<file path="config.mk">
export PLATFORM = sky130hd
export DESIGN_NAME = spi_flash_responder
export DESIGN_NICKNAME = d
export VERILOG_FILES = /design/src/rtl/spi_flash_responder.sv
export SDC_FILE = /design/constraint.sdc
export NUM_CORES = 1
export LEC_CHECK = 0
export CORE_MARGIN = 2
export CORE_UTILIZATION = 48
export DETAILED_ROUTE_END_ITERATION = 10
export DONT_BUFFER_PORTS = 1
export GPL_TIMING_DRIVEN = 0
export PLACE_DENSITY = 0.69
export SYNTH_ARGS = -nofsm -noshare
export SYNTH_HDL_FRONTEND = slang
export SYNTH_SLANG_ARGS = --single-unit
</file>
<file path="constraint.sdc">
create_clock -name clk -period 2.1 [get_ports clk]
set_input_delay 0.21 -clock clk [delete_from_list [all_inputs] [get_ports clk]]
set_output_delay 0.21 -clock clk [all_outputs]
set_load 0.02 [all_outputs]
</file>
<file path="src/rtl/spi_flash_responder.sv">
// SPI-flash target (mode 0) emulating a serial NOR flash behind an external byte-wide array.
// Define PAGE_PROG_EN to accept page program (0x02); otherwise mem_we/mem_wdata are tied low.
module spi_flash_responder #(
   parameter int unsigned ADDR_W      = 16,
   parameter logic [23:0] JEDEC_ID    = 24'hEF4018,
   parameter int unsigned SYNC_STAGES = 2
) (
   input  logic              clk,
   input  logic              rst_n,
   input  logic              spi_csn,
   input  logic              spi_sck,
   input  logic              spi_sdi,
   output logic              spi_sdo,
   output logic              spi_sdo_oe,
   output logic [ADDR_W-1:0] mem_addr,
   output logic              mem_rd,
   input  logic [7:0]        mem_rdata,
   output logic              mem_we,
   output logic [7:0]        mem_wdata,
   output logic [7:0]        cmd_code,
   output logic              cmd_valid
);

   localparam logic [7:0] OpPp   = 8'h02;
   localparam logic [7:0] OpRead = 8'h03;
   localparam logic [7:0] OpWrdi = 8'h04;
   localparam logic [7:0] OpRdsr = 8'h05;
   localparam logic [7:0] OpWren = 8'h06;
   localparam logic [7:0] OpId   = 8'h9F;

   localparam logic [ADDR_W-1:0] AddrOne = 1;

   typedef enum logic [2:0] {StIdle, StCmd, StAddr, StDataOut, StDataIn, StIgnore} state_e;

   logic [SYNC_STAGES-1:0] csn_sync_q;
   logic [SYNC_STAGES-1:0] sck_sync_q;
   logic [SYNC_STAGES-1:0] sdi_sync_q;
   logic                   csn_prev_q;
   logic                   sck_prev_q;

   always_ff @(posedge clk or negedge rst_n) begin
      if (!rst_n) begin
         csn_sync_q <= '1;
         sck_sync_q <= '0;
         sdi_sync_q <= '0;
         csn_prev_q <= 1'b1;
         sck_prev_q <= 1'b0;
      end else begin
         csn_sync_q <= {csn_sync_q[SYNC_STAGES-2:0], spi_csn};
         sck_sync_q <= {sck_sync_q[SYNC_STAGES-2:0], spi_sck};
         sdi_sync_q <= {sdi_sync_q[SYNC_STAGES-2:0], spi_sdi};
         csn_prev_q <= csn_sync_q[SYNC_STAGES-1];
         sck_prev_q <= sck_sync_q[SYNC_STAGES-1];
      end
   end

   logic csn_s;
   logic sck_s;
   logic sdi_s;
   logic csn_fall;
   logic csn_rise;
   logic sck_rise;
   logic sck_fall;

   assign csn_s    = csn_sync_q[SYNC_STAGES-1];
   assign sck_s    = sck_sync_q[SYNC_STAGES-1];
   assign sdi_s    = sdi_sync_q[SYNC_STAGES-1];
   assign csn_fall = csn_prev_q & ~csn_s;
   assign csn_rise = ~csn_prev_q & csn_s;
   assign sck_rise = sck_s & ~sck_prev_q;
   assign sck_fall = ~sck_s & sck_prev_q;

   state_e            state_q, state_d;
   logic [4:0]        bit_cnt_q, bit_cnt_d;
   logic [6:0]        in_sr_q, in_sr_d;
   logic [ADDR_W-2:0] addr_sr_q, addr_sr_d;
   logic [ADDR_W-1:0] cur_addr_q, cur_addr_d;
   logic [7:0]        out_sr_q, out_sr_d;
   logic [2:0]        out_cnt_q, out_cnt_d;
   logic [7:0]        nxt_q, nxt_d;
   logic [1:0]        id_idx_q, id_idx_d;
   logic              first_q, first_d;
   logic              rd_wait_q, rd_wait_d;
   logic              extra_q, extra_d;
   logic              wel_q, wel_d;
   logic              sdo_q, sdo_d;
   logic [ADDR_W-1:0] mem_addr_q, mem_addr_d;
   logic              mem_rd_q, mem_rd_d;
   logic [7:0]        cmd_code_q, cmd_code_d;
   logic              cmd_valid_q, cmd_valid_d;
`ifdef PAGE_PROG_EN
   logic              mem_we_q, mem_we_d;
   logic [7:0]        mem_wdata_q, mem_wdata_d;
`endif

   logic [7:0]        opcode;
   logic [ADDR_W-1:0] addr_full;
   logic [7:0]        status_byte;
   logic [7:0]        id_byte;

   assign opcode      = {in_sr_q, sdi_s};
   assign addr_full   = {addr_sr_q, sdi_s};
   assign status_byte = {6'b0, wel_q, 1'b0};

   always_comb begin
      unique case (id_idx_q)
         2'd1:    id_byte = JEDEC_ID[15:8];
         2'd2:    id_byte = JEDEC_ID[7:0];
         default: id_byte = 8'h00;
      endcase
   end

   always_ff @(posedge clk or negedge rst_n) begin
      if (!rst_n) begin
         state_q     <= StIdle;
         bit_cnt_q   <= '0;
         in_sr_q     <= '0;
         addr_sr_q   <= '0;
         cur_addr_q  <= '0;
         out_sr_q    <= '0;
         out_cnt_q   <= '0;
         nxt_q       <= '0;
         id_idx_q    <= '0;
         first_q     <= 1'b0;
         rd_wait_q   <= 1'b0;
         extra_q     <= 1'b0;
         wel_q       <= 1'b0;
         sdo_q       <= 1'b0;
         mem_addr_q  <= '0;
         mem_rd_q    <= 1'b0;
         cmd_code_q  <= '0;
         cmd_valid_q <= 1'b0;
`ifdef PAGE_PROG_EN
         mem_we_q    <= 1'b0;
         mem_wdata_q <= '0;
`endif
      end else begin
         state_q     <= state_d;
         bit_cnt_q   <= bit_cnt_d;
         in_sr_q     <= in_sr_d;
         addr_sr_q   <= addr_sr_d;
         cur_addr_q  <= cur_addr_d;
         out_sr_q    <= out_sr_d;
         out_cnt_q   <= out_cnt_d;
         nxt_q       <= nxt_d;
         id_idx_q    <= id_idx_d;
         first_q     <= first_d;
         rd_wait_q   <= rd_wait_d;
         extra_q     <= extra_d;
         wel_q       <= wel_d;
         sdo_q       <= sdo_d;
         mem_addr_q  <= mem_addr_d;
         mem_rd_q    <= mem_rd_d;
         cmd_code_q  <= cmd_code_d;
         cmd_valid_q <= cmd_valid_d;
`ifdef PAGE_PROG_EN
         mem_we_q    <= mem_we_d;
         mem_wdata_q <= mem_wdata_d;
`endif
      end
   end

   always_comb begin
      state_d     = state_q;
      bit_cnt_d   = bit_cnt_q;
      in_sr_d     = in_sr_q;
      addr_sr_d   = addr_sr_q;
      cur_addr_d  = cur_addr_q;
      out_sr_d    = out_sr_q;
      out_cnt_d   = out_cnt_q;
      nxt_d       = nxt_q;
      id_idx_d    = id_idx_q;
      first_d     = first_q;
      rd_wait_d   = mem_rd_q;
      extra_d     = extra_q;
      wel_d       = wel_q;
      sdo_d       = sdo_q;
      mem_addr_d  = mem_addr_q;
      mem_rd_d    = 1'b0;
      cmd_code_d  = cmd_code_q;
      cmd_valid_d = 1'b0;
`ifdef PAGE_PROG_EN
      mem_we_d    = 1'b0;
      mem_wdata_d = mem_wdata_q;
`endif

      // Read data lands one clk after the strobe: first byte goes straight to the shifter.
      if (rd_wait_q) begin
         if (first_q) begin
            out_sr_d = mem_rdata;
            first_d  = 1'b0;
         end else begin
            nxt_d = mem_rdata;
         end
      end

      if (csn_rise) begin
         state_d = StIdle;
         sdo_d   = 1'b0;
         if (state_q == StIgnore && !extra_q) begin
            if (cmd_code_q == OpWren) begin
               wel_d = 1'b1;
            end else if (cmd_code_q == OpWrdi) begin
               wel_d = 1'b0;
            end
         end
`ifdef PAGE_PROG_EN
         if (cmd_code_q == OpPp && (state_q == StAddr || state_q == StDataIn)) begin
            wel_d = 1'b0;
         end
`endif
      end else if (csn_fall) begin
         state_d   = StCmd;
         bit_cnt_d = '0;
         extra_d   = 1'b0;
         first_d   = 1'b0;
      end else if (state_q != StIdle) begin
         if (sck_rise) begin
            case (state_q)
               StCmd: begin
                  in_sr_d   = opcode[6:0];
                  bit_cnt_d = bit_cnt_q + 5'd1;
                  if (bit_cnt_q == 5'd7) begin
                     bit_cnt_d   = '0;
                     out_cnt_d   = '0;
                     cmd_code_d  = opcode;
                     cmd_valid_d = 1'b1;
                     case (opcode)
                        OpId: begin
                           state_d  = StDataOut;
                           out_sr_d = JEDEC_ID[23:16];
                           id_idx_d = 2'd1;
                        end
                        OpRdsr: begin
                           state_d  = StDataOut;
                           out_sr_d = status_byte;
                        end
                        OpRead: state_d = StAddr;
                        OpPp: begin
`ifdef PAGE_PROG_EN
                           state_d = wel_q ? StAddr : StIgnore;
`else
                           state_d = StIgnore;
`endif
                        end
                        default: state_d = StIgnore;
                     endcase
                  end
               end
               StAddr: begin
                  addr_sr_d = addr_full[ADDR_W-2:0];
                  bit_cnt_d = bit_cnt_q + 5'd1;
                  if (bit_cnt_q == 5'd23) begin
                     bit_cnt_d = '0;
                     if (cmd_code_q == OpRead) begin
                        state_d    = StDataOut;
                        mem_addr_d = addr_full;
                        mem_rd_d   = 1'b1;
                        cur_addr_d = addr_full + AddrOne;
                        first_d    = 1'b1;
                     end else begin
                        state_d    = StDataIn;
                        cur_addr_d = addr_full;
                     end
                  end
               end
`ifdef PAGE_PROG_EN
               StDataIn: begin
                  in_sr_d   = opcode[6:0];
                  bit_cnt_d = bit_cnt_q + 5'd1;
                  if (bit_cnt_q == 5'd7) begin
                     bit_cnt_d        = '0;
                     mem_wdata_d      = opcode;
                     mem_we_d         = 1'b1;
                     mem_addr_d       = cur_addr_q;
                     // Wrap inside the 256-byte page; upper address bits stay fixed.
                     cur_addr_d[7:0]  = cur_addr_q[7:0] + 8'd1;
                  end
               end
`endif
               StIgnore: extra_d = 1'b1;
               default: ;
            endcase
         end

         if (sck_fall && state_q == StDataOut) begin
            sdo_d     = out_sr_q[7];
            out_sr_d  = {out_sr_q[6:0], 1'b0};
            out_cnt_d = out_cnt_q + 3'd1;
            // Prefetch the following byte as the MSB of the current one leaves.
            if (out_cnt_q == 3'd0 && cmd_code_q == OpRead) begin
               mem_addr_d = cur_addr_q;
               mem_rd_d   = 1'b1;
               cur_addr_d = cur_addr_q + AddrOne;
            end
            if (out_cnt_q == 3'd7) begin
               if (cmd_code_q == OpId) begin
                  out_sr_d = id_byte;
                  id_idx_d = (id_idx_q == 2'd3) ? 2'd3 : id_idx_q + 2'd1;
               end else if (cmd_code_q == OpRdsr) begin
                  out_sr_d = status_byte;
               end else begin
                  out_sr_d = nxt_q;
               end
            end
         end
      end
   end

   assign spi_sdo    = sdo_q;
   assign spi_sdo_oe = (state_q == StDataOut) && !csn_s;
   assign mem_addr   = mem_addr_q;
   assign mem_rd     = mem_rd_q;
   assign cmd_code   = cmd_code_q;
   assign cmd_valid  = cmd_valid_q;
`ifdef PAGE_PROG_EN
   assign mem_we     = mem_we_q;
   assign mem_wdata  = mem_wdata_q;
`else
   assign mem_we     = 1'b0;
   assign mem_wdata  = 8'h00;
`endif

endmodule

</file>
==> flow_summary.rst, run 1 <==
.. list-table::
   :header-rows: 1

   * - Metric
     - Value
   * - CORE AREA
     - 11600 sq um
   * - Worst hold margin
     - -0.454 ns
   * - FMAX
     - roughly 0.48 GHz
   * - Fin Clk Skew
     - around 0.008 ns
   * - Number of flip-flops and latches in the synthesized netlist
     - ~110
   * - CTS root buf
     - sky130_fd_sc_hd__clkbuf_16
   * - All-layer global routing usage
     - 22.6%
   * - Time the final worst path needs with I/O delays and setup
     - roughly 2.1 ns
   * - Horizontal extent of the die
     - 113 um
   * - Primary FF master, synth
     - sky130_fd_sc_hd__dfrtp_1
   * - Crit-path slowest cell
     - sky130_fd_sc_hd__dfrtp_1
   * - Maximum fanout encountered on the critical timing path
     - 10
   * - Fin crit share
     - about 100%
   * - Clock tree from TritonCTS
     - yes
   * - Data arrival time of the critical path
     - 2.32 ns
   * - Area of the die
     - 12900 sq um
   * - Sequential fraction of the synthesis area
     - between 40% and 50%
   * - Count of max-cap constraint violations
     - 0
   * - Power per unit of standard cell area
     - around 740 nW/um^2
   * - Avg Vias per Cell
     - about 6.3
   * - Via count of the first global-routing pass
     - between 4000 and 5000
   * - VDD IR max
     - ~0.45 mV
   * - Wire length of the first global-routing pass
     - approximately 23 mm
   * - Buffer levels on the longest clock path
     - 2
   * - Violations in the final reports
     - hold timing
   * - Layout Nets
     - ~590
   * - DR pass1 iterations
     - 5
   * - Required time at the worst-slack endpoint
     - between 2 and 2.5 ns
   * - Cell area after synthesis
     - around 5800 sq um
   * - Final RePlAce weighted congestion
     - about 0.87
   * - Synth-to-Final Area Change
     - 17.3%
   * - Ys Warns
     - 0
   * - Height of the die
     - approximately 110 um
   * - Antenna cells
     - 0
   * - Slowest Stage Delay on Critical Path
     - 0.42 ns
   * - Post-synthesis cell count
     - about 530
   * - Post-synth EDFFs
     - 0
   * - Total grt overflow
     - 0
   * - Type of the most critical hold path
     - input pin to asynchronous set/reset pin
   * - H-tree depth
     - 3
   * - Number of clock buffers inserted by TritonCTS
     - 9
   * - Post-CTS Hold Fix Bufs
     - 9
   * - Later-pin clock latency in the skew report
     - about 0.35 ns
   * - Top-level I/O count
     - 50
   * - Clock slew at the register clock pins of the worst setup and hold paths
     - about 0.070 ns
   * - Final Hold Vio Count
     - 106
   * - Library cell with the largest summed area after synthesis
     - sky130_fd_sc_hd__dfrtp_1
   * - Area contributors post-synth
     - sky130_fd_sc_hd__dfrtp_1 45%, sky130_fd_sc_hd__mux2_2 9.0%, sky130_fd_sc_hd__o22ai_1 2.8%, sky130_fd_sc_hd__a2bb2oi_2 2.6%, sky130_fd_sc_hd__nand3_1 2.2%
   * - Vias post-DR
     - 4527
   * - FF-to-FF path depth
     - 8
   * - Tot Pwr
     - roughly 0.0050 W
   * - Number of routed nets with antenna violations
     - 0
   * - Detailed Place HPWL
     - between 9 and 10 mm
   * - DRC violations left
     - 0
   * - Port Buf Inserts
     - 0
   * - Count of standard-cell rows
     - 39
   * - Filler cells
     - around 950
   * - Avg Cell Area, Syn
     - between 10 and 15 sq um
   * - CP Capture Type
     - register
   * - Final number of setup-violating endpoints
     - 0
   * - Layout cell share with drive strength beyond 1
     - a little under a third
   * - Largest net degree at the start of global routing
     - approximately 110
   * - TritonCTS Sinks
     - ~110
   * - Share of the core filled with cells
     - between 50% and 60%
   * - Synth unique cells
     - 76
   * - Type of the worst setup path
     - register to register
   * - Leak
     - slightly below 3 nW
   * - Average routed wire per standard cell
     - just under 20 um
   * - Cell breakdown of the critical path
     - inv_1 > ha_1 > nor4bb_4 > nand4_1 > buf_6 > buf_2 > o32ai_1 > nor2_1
   * - Critical Path Source Type
     - register
   * - Setup repair after global routing missed its margin
     - yes
   * - Proportion of register bits with asynchronous set or reset after synthesis
     - 100%
   * - Overall routed net length
     - between 10 and 15 mm
   * - Pins over their slew limit
     - 0
   * - Initial antenna violation count
     - 0
   * - Max transition margin
     - slightly below 50%
   * - Status
     - finished with violations
   * - Violation count after the first detailed-routing iteration
     - 562
   * - Post-synth top area share
     - roughly 45%
   * - Starting density of the core
     - about half
   * - Transition time at the pin with the least slew margin
     - around 0.78 ns
==> synthesized netlist by cell type (6+ instances only) <==
master,n
sky130_fd_sc_hd__a21oi_1,15
sky130_fd_sc_hd__a21oi_2,6
sky130_fd_sc_hd__a2bb2oi_1,6
sky130_fd_sc_hd__a2bb2oi_2,10
sky130_fd_sc_hd__and3_1,6
sky130_fd_sc_hd__and4_1,6
sky130_fd_sc_hd__buf_4,9
sky130_fd_sc_hd__clkbuf_1,15
sky130_fd_sc_hd__dfrtp_1,103
sky130_fd_sc_hd__ha_1,8
sky130_fd_sc_hd__inv_1,11
sky130_fd_sc_hd__mux2_2,46
sky130_fd_sc_hd__mux2i_1,11
sky130_fd_sc_hd__nand2_1,33
sky130_fd_sc_hd__nand2b_1,6
sky130_fd_sc_hd__nand3_1,25
sky130_fd_sc_hd__nand4_1,16
sky130_fd_sc_hd__nor2_1,27
sky130_fd_sc_hd__nor3_1,16
sky130_fd_sc_hd__nor4_1,8
sky130_fd_sc_hd__o21ai_0,12
sky130_fd_sc_hd__o22ai_1,26
sky130_fd_sc_hd__xor2_1,13
==> power breakdown <==
group          switching (W)  leakage (nW)  internal [W]  total, W
combinational       0.000551          1.37      0.000418  0.000970
clock               0.000745         0.144      0.000956   0.00170
sequential          0.000143          1.39       0.00218   0.00233
==> worst max-delay path, delay by kind of cell, from the launching register on <==
| family | cells | cell delay (ns) |
|---|---|---|
| flops | 1 | 0.42 |
| buf+inv | 3 | 0.48 |
| compound gates | 1 | 0.32 |
| fa+ha+maj | 1 | 0.17 |
| simple gates | 3 | 0.58 |
==> timing repair <==
| item | CTS | global route |
|---|---|---|
| pin swaps | 4 | 7 |
| endpoints found under the hold margin | 115 | 106 |
| resized for setup | 35 | 34 |
| endpoints found under the setup margin | 69 | 55 |
| buffers inserted | 9 | 5 |
| gates cloned | 1 | 0 |
==> layout make-up <==
cell class | count | area [sq um] | share of cell area [%]
Buffer | 29 | 190 | 2.82
Clock buffer | 13 | 250 | 3.71
Clock inverter | 3 | 40.0 | 0.593
Inverter | 11 | 41.3 | 0.612
Multi-Input combinational cell | 389 | 3170 | 47.0
Sequential cell | 106 | 2660 | 39.4
Tap cell | 143 | 179 | 2.65
Timing Repair Buffer | 24 | 214 | 3.17
==> cell families after synthesis <==
family                     synth area share [%]
and+or+nand+nor                            17.3
AOI/OAI and AO/OA                          16.6
DFF                                        46.2
muxes                                      11.1
buffers and inverters                      4.24
xor gates and xnor gates                   2.74
adders and majority gates                  1.74
other                                    0.0652
==> sequential cells by signal, indices dropped and copies added, names as in the netlist, 2 cells and up <==
name	flops
sdi_sync_q	2
csn_sync_q	2
id_idx_q	2
nxt_q	8
addr_sr_q	15
mem_addr	16
state_q	3
sck_sync_q	2
out_sr_q	8
bit_cnt_q	5
cur_addr_q	16
out_cnt_q	3
in_sr_q	7
cmd_code	8
==> final timing paths <==
path | from | end | slack [ns]
min in group clk | mem_rdata[3] | nxt_q[3] | 0.01
hold / removal | rst_n | out_sr_q[2] | -0.45
hold reg to reg | csn_sync_q[0] | csn_sync_q[1] | 0.36
setup / recovery | out_cnt_q[0] | cur_addr_q[3] | 0.009
max in group asynchronous | rst_n | csn_sync_q[0] | 2.35
setup reg to reg | out_cnt_q[0] | cur_addr_q[3] | 0.009
==> per-stage QoR <==
stage               instance area, sq um  cells  TNS [ns]  setup slack, ns
global placement                    5970    684    -19.99           -0.523
CTS                                 6550    714         0          0.00133
floorplan                           5790    541         0           0.0285
finish                              6750    718         0          0.00930
detailed placement                  5970    684    -22.49           -0.561
global route                        6750    718    -0.177          -0.0860
==> routing by layer <==
layer  GRT usage, %  part of all wire, %  vias to the layer above
li1               -                    -                     2074
met1           31.6                   43                     2255
met2           34.1                   47                      168
met3           5.31                  7.4                       30
met4           9.11                  2.2                        0
met5              0                    0                        -
==> layout by cell type (no fill, tap or decap), types with 4 or more instances in the layout <==
cell and count:
sky130_fd_sc_hd__ha_1 5, sky130_fd_sc_hd__o22ai_1 15, sky130_fd_sc_hd__a21oi_1 14, sky130_fd_sc_hd__and4_1 5
sky130_fd_sc_hd__nand2b_1 5, sky130_fd_sc_hd__a31oi_1 4, sky130_fd_sc_hd__nand4_1 16, sky130_fd_sc_hd__nor2b_1 4
sky130_fd_sc_hd__buf_4 22, sky130_fd_sc_hd__nor3_1 12, sky130_fd_sc_hd__nor4_1 5, sky130_fd_sc_hd__nand2_1 32
sky130_fd_sc_hd__clkbuf_16 9, sky130_fd_sc_hd__o211ai_1 5, sky130_fd_sc_hd__inv_1 11, sky130_fd_sc_hd__xor2_1 13
sky130_fd_sc_hd__buf_6 6, sky130_fd_sc_hd__xnor2_1 5, sky130_fd_sc_hd__buf_2 6, sky130_fd_sc_hd__mux2i_1 11
sky130_fd_sc_hd__a2bb2oi_2 11, sky130_fd_sc_hd__o21ai_0 12, sky130_fd_sc_hd__conb_1 9, sky130_fd_sc_hd__dfrtp_1 100
sky130_fd_sc_hd__nor2_1 26, sky130_fd_sc_hd__a21oi_2 7, sky130_fd_sc_hd__nand3_1 23, sky130_fd_sc_hd__clkbuf_1 8
sky130_fd_sc_hd__mux2_2 46, sky130_fd_sc_hd__and3_1 6, sky130_fd_sc_hd__dlygate4sd3_1 9, sky130_fd_sc_hd__a2bb2oi_1 5
sky130_fd_sc_hd__o22ai_2 11
Note: power is estimated with default switching activity, not from simulation.
==> run 2: changes to the inputs <==
REMOVE_ABC_BUFFERS = 1   (was unset)
==> flow_summary.rst, run 2 (same netlist as run 1, synthesis figures left out) <==
.. list-table::
   :header-rows: 1

   * - Metric
     - Value
   * - Status
     - finished with violations
   * - Violations in the final reports
     - hold timing, setup timing
   * - Required time at the worst-slack endpoint
     - about 2.4 ns
   * - Number of clock buffers inserted by TritonCTS
     - 9
   * - Type of the worst setup path
     - register to register
   * - Slowest Stage Delay on Critical Path
     - around 0.43 ns
   * - Avg Vias per Cell
     - 6.44
   * - Critical Path Source Type
     - register
   * - Violation count after the first detailed-routing iteration
     - around 360
   * - Wire length of the first global-routing pass
     - approximately 23 mm
   * - Max transition margin
     - between 40% and 50%
   * - Pins over their slew limit
     - 0
   * - FMAX
     - about 0.48 GHz
   * - Total grt overflow
     - 0
   * - TritonCTS Sinks
     - roughly 110
   * - DRC violations left
     - 0
   * - Final number of setup-violating endpoints
     - 3
   * - Count of standard-cell rows
     - 39
   * - Setup Slack @ Placement
     - -1.25 ns
   * - Placed Area
     - ~5800 sq um
   * - VDD IR max
     - between 0.4 and 0.5 mV
   * - Initial antenna violation count
     - 0
   * - Buffer levels on the longest clock path
     - 2
   * - Final RePlAce weighted congestion
     - around 0.86
   * - H-tree depth
     - 3
   * - Count of max-cap constraint violations
     - 0
   * - Setup repair after global routing missed its margin
     - yes
   * - Height of the die
     - between 100 and 150 um
   * - Clock slew at the register clock pins of the worst setup and hold paths
     - 0.08 ns
   * - CTS root buf
     - sky130_fd_sc_hd__clkbuf_16
   * - Fin Clk Skew
     - between 0.01 and 0.015 ns
   * - CORE AREA
     - 11600 sq um
   * - Worst hold margin
     - -0.459 ns
   * - Tot Pwr
     - approximately 0.0052 W
   * - Synth-to-Final Area Change
     - 19.9%
   * - Crit-path slowest cell
     - sky130_fd_sc_hd__or3b_4
   * - Detailed Place HPWL
     - 8.99 mm
   * - Number of routed nets with antenna violations
     - 0
   * - CP Capture Type
     - register
   * - Power per unit of standard cell area
     - approximately 760 nW/um^2
   * - Port Buf Inserts
     - 0
   * - Later-pin clock latency in the skew report
     - about 0.36 ns
   * - Via count of the first global-routing pass
     - approximately 4300
   * - Maximum fanout encountered on the critical timing path
     - 8
   * - FF-to-FF path depth
     - 7
   * - Leading cell types in the layout, fill and taps excluded
     - 94 x sky130_fd_sc_hd__dfrtp_1, 46 x sky130_fd_sc_hd__mux2_2, 32 x sky130_fd_sc_hd__nand2_1, 29 x sky130_fd_sc_hd__buf_4, 26 x sky130_fd_sc_hd__nor2_1
   * - Final Hold Vio Count
     - 106
   * - Cell area after layout
     - ~6900 sq um
   * - Starting density of the core
     - 49.7%
   * - Total negative slack for setup checks
     - -0.00203 ns
   * - Setup slack after layout
     - -0.00106 ns
   * - Clock tree from TritonCTS
     - yes
   * - Transition time at the pin with the least slew margin
     - 0.804 ns
   * - Top-level I/O count
     - 50
   * - All-layer global routing usage
     - ~23%
   * - DR pass1 iterations
     - 5
   * - Post-CTS Hold Fix Bufs
     - 11
   * - Layout cell share with drive strength beyond 1
     - between 30% and 40%
   * - Average routed wire per standard cell
     - 20.3 um
   * - Data arrival time of the critical path
     - ~2.4 ns
   * - Most common library cell in the layout ignoring fill and taps
     - sky130_fd_sc_hd__dfrtp_1
   * - Overall routed net length
     - 14.6 mm
   * - Largest net degree at the start of global routing
     - ~110
   * - Fin crit share
     - 100%
   * - Horizontal extent of the die
     - 113 um
   * - Area of the die
     - ~13000 sq um
   * - Time the final worst path needs with I/O delays and setup
     - about 2.1 ns
   * - Layout Nets
     - 592
   * - Vias post-DR
     - approximately 4600
   * - Type of the most critical hold path
     - input pin to asynchronous set/reset pin
   * - Leak
     - about 3.0 nW
   * - Antenna cells
     - 0
   * - Cell breakdown of the critical path
     - or3b_4 > buf_6 > nor4_4 > nand2_4 > a21oi_4 > clkbuf_16 > a2bb2oi_2
   * - Filler cells
     - 918
## run 2: cell types whose count changed in the layout (fill, tap and decap cells not counted), sizes merged
cell / change
o31a: +1
clkinvlp: +2
inv: +2
bufinv: +1
clkbuf: -11
clkinv: -1
buf: +4
dlygate4sd3: +2
nand2: +1
## run 2: path summary, 6_finish.rpt
path	start	end	slack, ns
worst max-delay path	state_q[0]	mem_addr[13]	-0.001
worst min-delay path	rst_n	out_cnt_q[1]	-0.46
worst max register to register	state_q[0]	mem_addr[13]	-0.001
worst min register to register	csn_sync_q[0]	csn_sync_q[1]	0.35
max in group asynchronous	rst_n	csn_sync_q[0]	2.38
min in group clk	mem_rdata[5]	out_sr_q[5]	0.08
## run 2: area by class of cell
cell class                 instances  area (sq um)  area share, %
multi-input combinational        391          3160           45.8
sequential                       106          2670           38.7
timing repair buffer              52           524           7.60
clock buffer                       9           225           3.26
tap                              143           179           2.59
clock inverter                     7           101           1.47
inverter                          11          41.3          0.598
## run 2: routing by layer
metal  track usage (%)  routed length (um)
met3              5.74                1240
met1              30.9                6040
met5                 0                   0
met4              8.86                 495
met2              35.3                6830
## run 2: power breakdown
group          switching [W]  internal, W  total [W]
registers           0.000174      0.00219    0.00236
logic               0.000567     0.000456    0.00102
clock network       0.000786      0.00105    0.00184
## run 2: critical path, delay by kind of cell (launching register included)
family | cells | cell delay, ns
buffers and inverters | 2 | 0.35
AO/OA/AOI/OAI | 2 | 0.39
AND/OR/NAND/NOR | 3 | 0.89
flip-flops | 1 | 0.42
## run 2: metrics by stage
stage	cells	util (%)
4_1_cts	698	56.3
3_5_place_dp	650	50.0
2_1_floorplan	506	-
3_3_place_gp	649	49.8
6_report	719	59.7
5_1_grt	719	59.7
## run 2: timing repair
item                                    in CTS  in global routing
pin swaps                                    6                 13
endpoints found under the setup margin      72                 63
setup buffers                               20                 18
resized for setup                           26                 38
cloned                                       1                  3
endpoints found under the hold margin      117                106
==> run 3: changes to the inputs <==
CORE_MARGIN = unset   (was 2)
PLACE_DENSITY = 0.67   (was 0.69)
clock period = 2.7 ns   (was 2.1 ns; I/O delays follow)
==> flow_summary.rst, run 3 (same netlist as run 1, synthesis figures left out) <==
.. list-table::
   :header-rows: 1

   * - Metric
     - Value
   * - Status
     - finished with violations
   * - Violations in the final reports
     - DRC, hold timing
   * - Wire length of the first global-routing pass
     - ~21 mm
   * - Final RePlAce weighted congestion
     - approximately 0.83
   * - Initial antenna violation count
     - 0
   * - Clock slew at the register clock pins of the worst setup and hold paths
     - 0.07 ns
   * - Time the final worst path needs with I/O delays and setup
     - between 2 and 2.5 ns
   * - Later-pin clock latency in the skew report
     - around 0.36 ns
   * - Height of the die
     - between 100 and 150 um
   * - Cell area after layout
     - approximately 6000 sq um
   * - Port Buf Inserts
     - 0
   * - CP Capture Type
     - register
   * - Power per unit of standard cell area
     - just over 600 nW/um^2
   * - Setup repair after global routing missed its margin
     - no
   * - Final number of setup-violating endpoints
     - 0
   * - Horizontal extent of the die
     - 111 um
   * - Violation count after the first detailed-routing iteration
     - 435
   * - Total grt overflow
     - 0
   * - FMAX
     - 0.406 GHz
   * - Pins over their slew limit
     - 0
   * - VDD IR max
     - about 0.28 mV
   * - Antenna cells
     - 0
   * - Setup Slack @ Placement
     - -0.590 ns
   * - Layout Nets
     - 545
   * - CORE AREA
     - 11600 sq um
   * - Via count of the first global-routing pass
     - a little over 4000
   * - CTS root buf
     - sky130_fd_sc_hd__clkbuf_16
   * - Final Hold Vio Count
     - around 110
   * - Most common library cell in the layout ignoring fill and taps
     - sky130_fd_sc_hd__dfrtp_1
   * - Max transition margin
     - approximately 49%
   * - Number of routed nets with antenna violations
     - 0
   * - Starting density of the core
     - 49.7%
   * - Type of the worst setup path
     - register to register
   * - Transition time at the pin with the least slew margin
     - roughly 0.77 ns
   * - Leak
     - about 2.7 nW
   * - Placed Area
     - 5790 sq um
   * - Fin crit share
     - between 90% and 100%
   * - TritonCTS Sinks
     - around 110
   * - Count of standard-cell rows
     - 39
   * - Largest net degree at the start of global routing
     - around 110
   * - Total negative slack for setup checks
     - 0 ns
   * - DRC violations left
     - 4
   * - Top-level I/O count
     - 50
   * - Overall routed net length
     - approximately 13 mm
   * - Buffer levels on the longest clock path
     - 2
   * - Data arrival time of the critical path
     - approximately 2.8 ns
   * - Required time at the worst-slack endpoint
     - approximately 3 ns
   * - Detailed Place HPWL
     - 8.82 mm
   * - Layout cell share with drive strength beyond 1
     - between 15 and 20%
   * - Fin Clk Skew
     - ~0.011 ns
   * - Synth-to-Final Area Change
     - 7.29%
   * - Area of the die
     - 12400 sq um
   * - Maximum fanout encountered on the critical timing path
     - 18
   * - Worst hold margin
     - -0.398 ns
   * - Count of max-cap constraint violations
     - 0
   * - Average routed wire per standard cell
     - ~19 um
   * - Leading cell types in the layout, fill and taps excluded
     - 103 x sky130_fd_sc_hd__dfrtp_1, 46 x sky130_fd_sc_hd__mux2_2, 33 x sky130_fd_sc_hd__nand2_1, 27 x sky130_fd_sc_hd__nor2_1, 26 x sky130_fd_sc_hd__o22ai_1
   * - All-layer global routing usage
     - about a fifth
   * - Post-CTS Hold Fix Bufs
     - 3
   * - DR pass1 iterations
     - 8
   * - Avg Vias per Cell
     - ~6.3
   * - Critical Path Source Type
     - register
   * - Clock tree from TritonCTS
     - yes
   * - Number of clock buffers inserted by TritonCTS
     - 9
   * - Type of the most critical hold path
     - input pin to asynchronous set/reset pin
   * - Setup slack after layout
     - approximately 0.24 ns
   * - Vias post-DR
     - 4210
   * - H-tree depth
     - 3
run 3: cell types whose count changed in the layout (fill, tap and decap cells not counted), moves of 3 or more:
cell / change
sky130_fd_sc_hd__a2bb2oi_2: -6
sky130_fd_sc_hd__ha_1: +3
sky130_fd_sc_hd__dfrtp_1: +9
sky130_fd_sc_hd__a2bb2oi_1: +6
sky130_fd_sc_hd__buf_6: -7
sky130_fd_sc_hd__dlygate4sd3_1: -8
sky130_fd_sc_hd__buf_4: -27
sky130_fd_sc_hd__dfrtp_2: -9
run 3: path summary, 6_finish.rpt:
kind	startpoint	endpoint	slack, ns	cells past startpoint
worst max-delay path	state_q[1]	mem_addr[5]	0.24	6
worst min-delay path	rst_n	cmd_code[2]	-0.40	0
worst max register to register	state_q[1]	mem_addr[5]	0.24	6
worst min register to register	sck_sync_q[0]	sck_sync_q[1]	0.35	0
max in group asynchronous	rst_n	csn_prev_q	2.91	0
min in group clk	mem_rdata[7]	nxt_q[7]	0.06	1
run 3: report_power, final:
group / switching (W) / internal (W)
logic: 0.000288 / 0.000213
registers: 0.000175 / 0.00170
clock network: 0.000583 / 0.000768
run 3: worst max-delay path: stages, from the launching register on:
cell and delay, ns:
sky130_fd_sc_hd__dfrtp_1 0.59, sky130_fd_sc_hd__or3b_1 0.53, sky130_fd_sc_hd__nor4_2 0.45, sky130_fd_sc_hd__nand2_4 0.26, sky130_fd_sc_hd__a21oi_4 0.21, sky130_fd_sc_hd__buf_12 0.17
sky130_fd_sc_hd__a2bb2oi_1 0.18
run 3: stage by stage:
step	util, %	std cells	power, W
finish	53.4	672	0.00372
global route	53.4	672	0.00386
CTS	53.3	672	0.00374
detailed placement	50.0	650	0.00238
global placement	49.8	649	0.00236
floorplan	-	506	0.00225
run 3: area by class of cell:
cell class                 instances  area (sq um)
fill                            1025          5390
multi-input combinational        389          2900
sequential                       106          2660
clock buffer                      12           256
tap                              143           179
timing repair buffer               7          92.6
clock inverter                     4          50.0
inverter                          11          41.3
run 3: layer usage:
layer | global-route usage, % | routed length, um | vias to the layer above
met5 | 0 | 0 | -
met4 | 7.66 | 196 | 0
met2 | 31.0 | 5540 | 130
met1 | 31.4 | 6150 | 2093
li1 | - | - | 1975
met3 | 4.79 | 733 | 12
run 3: what timing repair did:
action	4_1_cts	5_1_grt
setup endpoints to repair	41	8
gates resized for setup	1	2
hold endpoints to repair	109	106
pin swaps	2	0
setup buffers	3	0
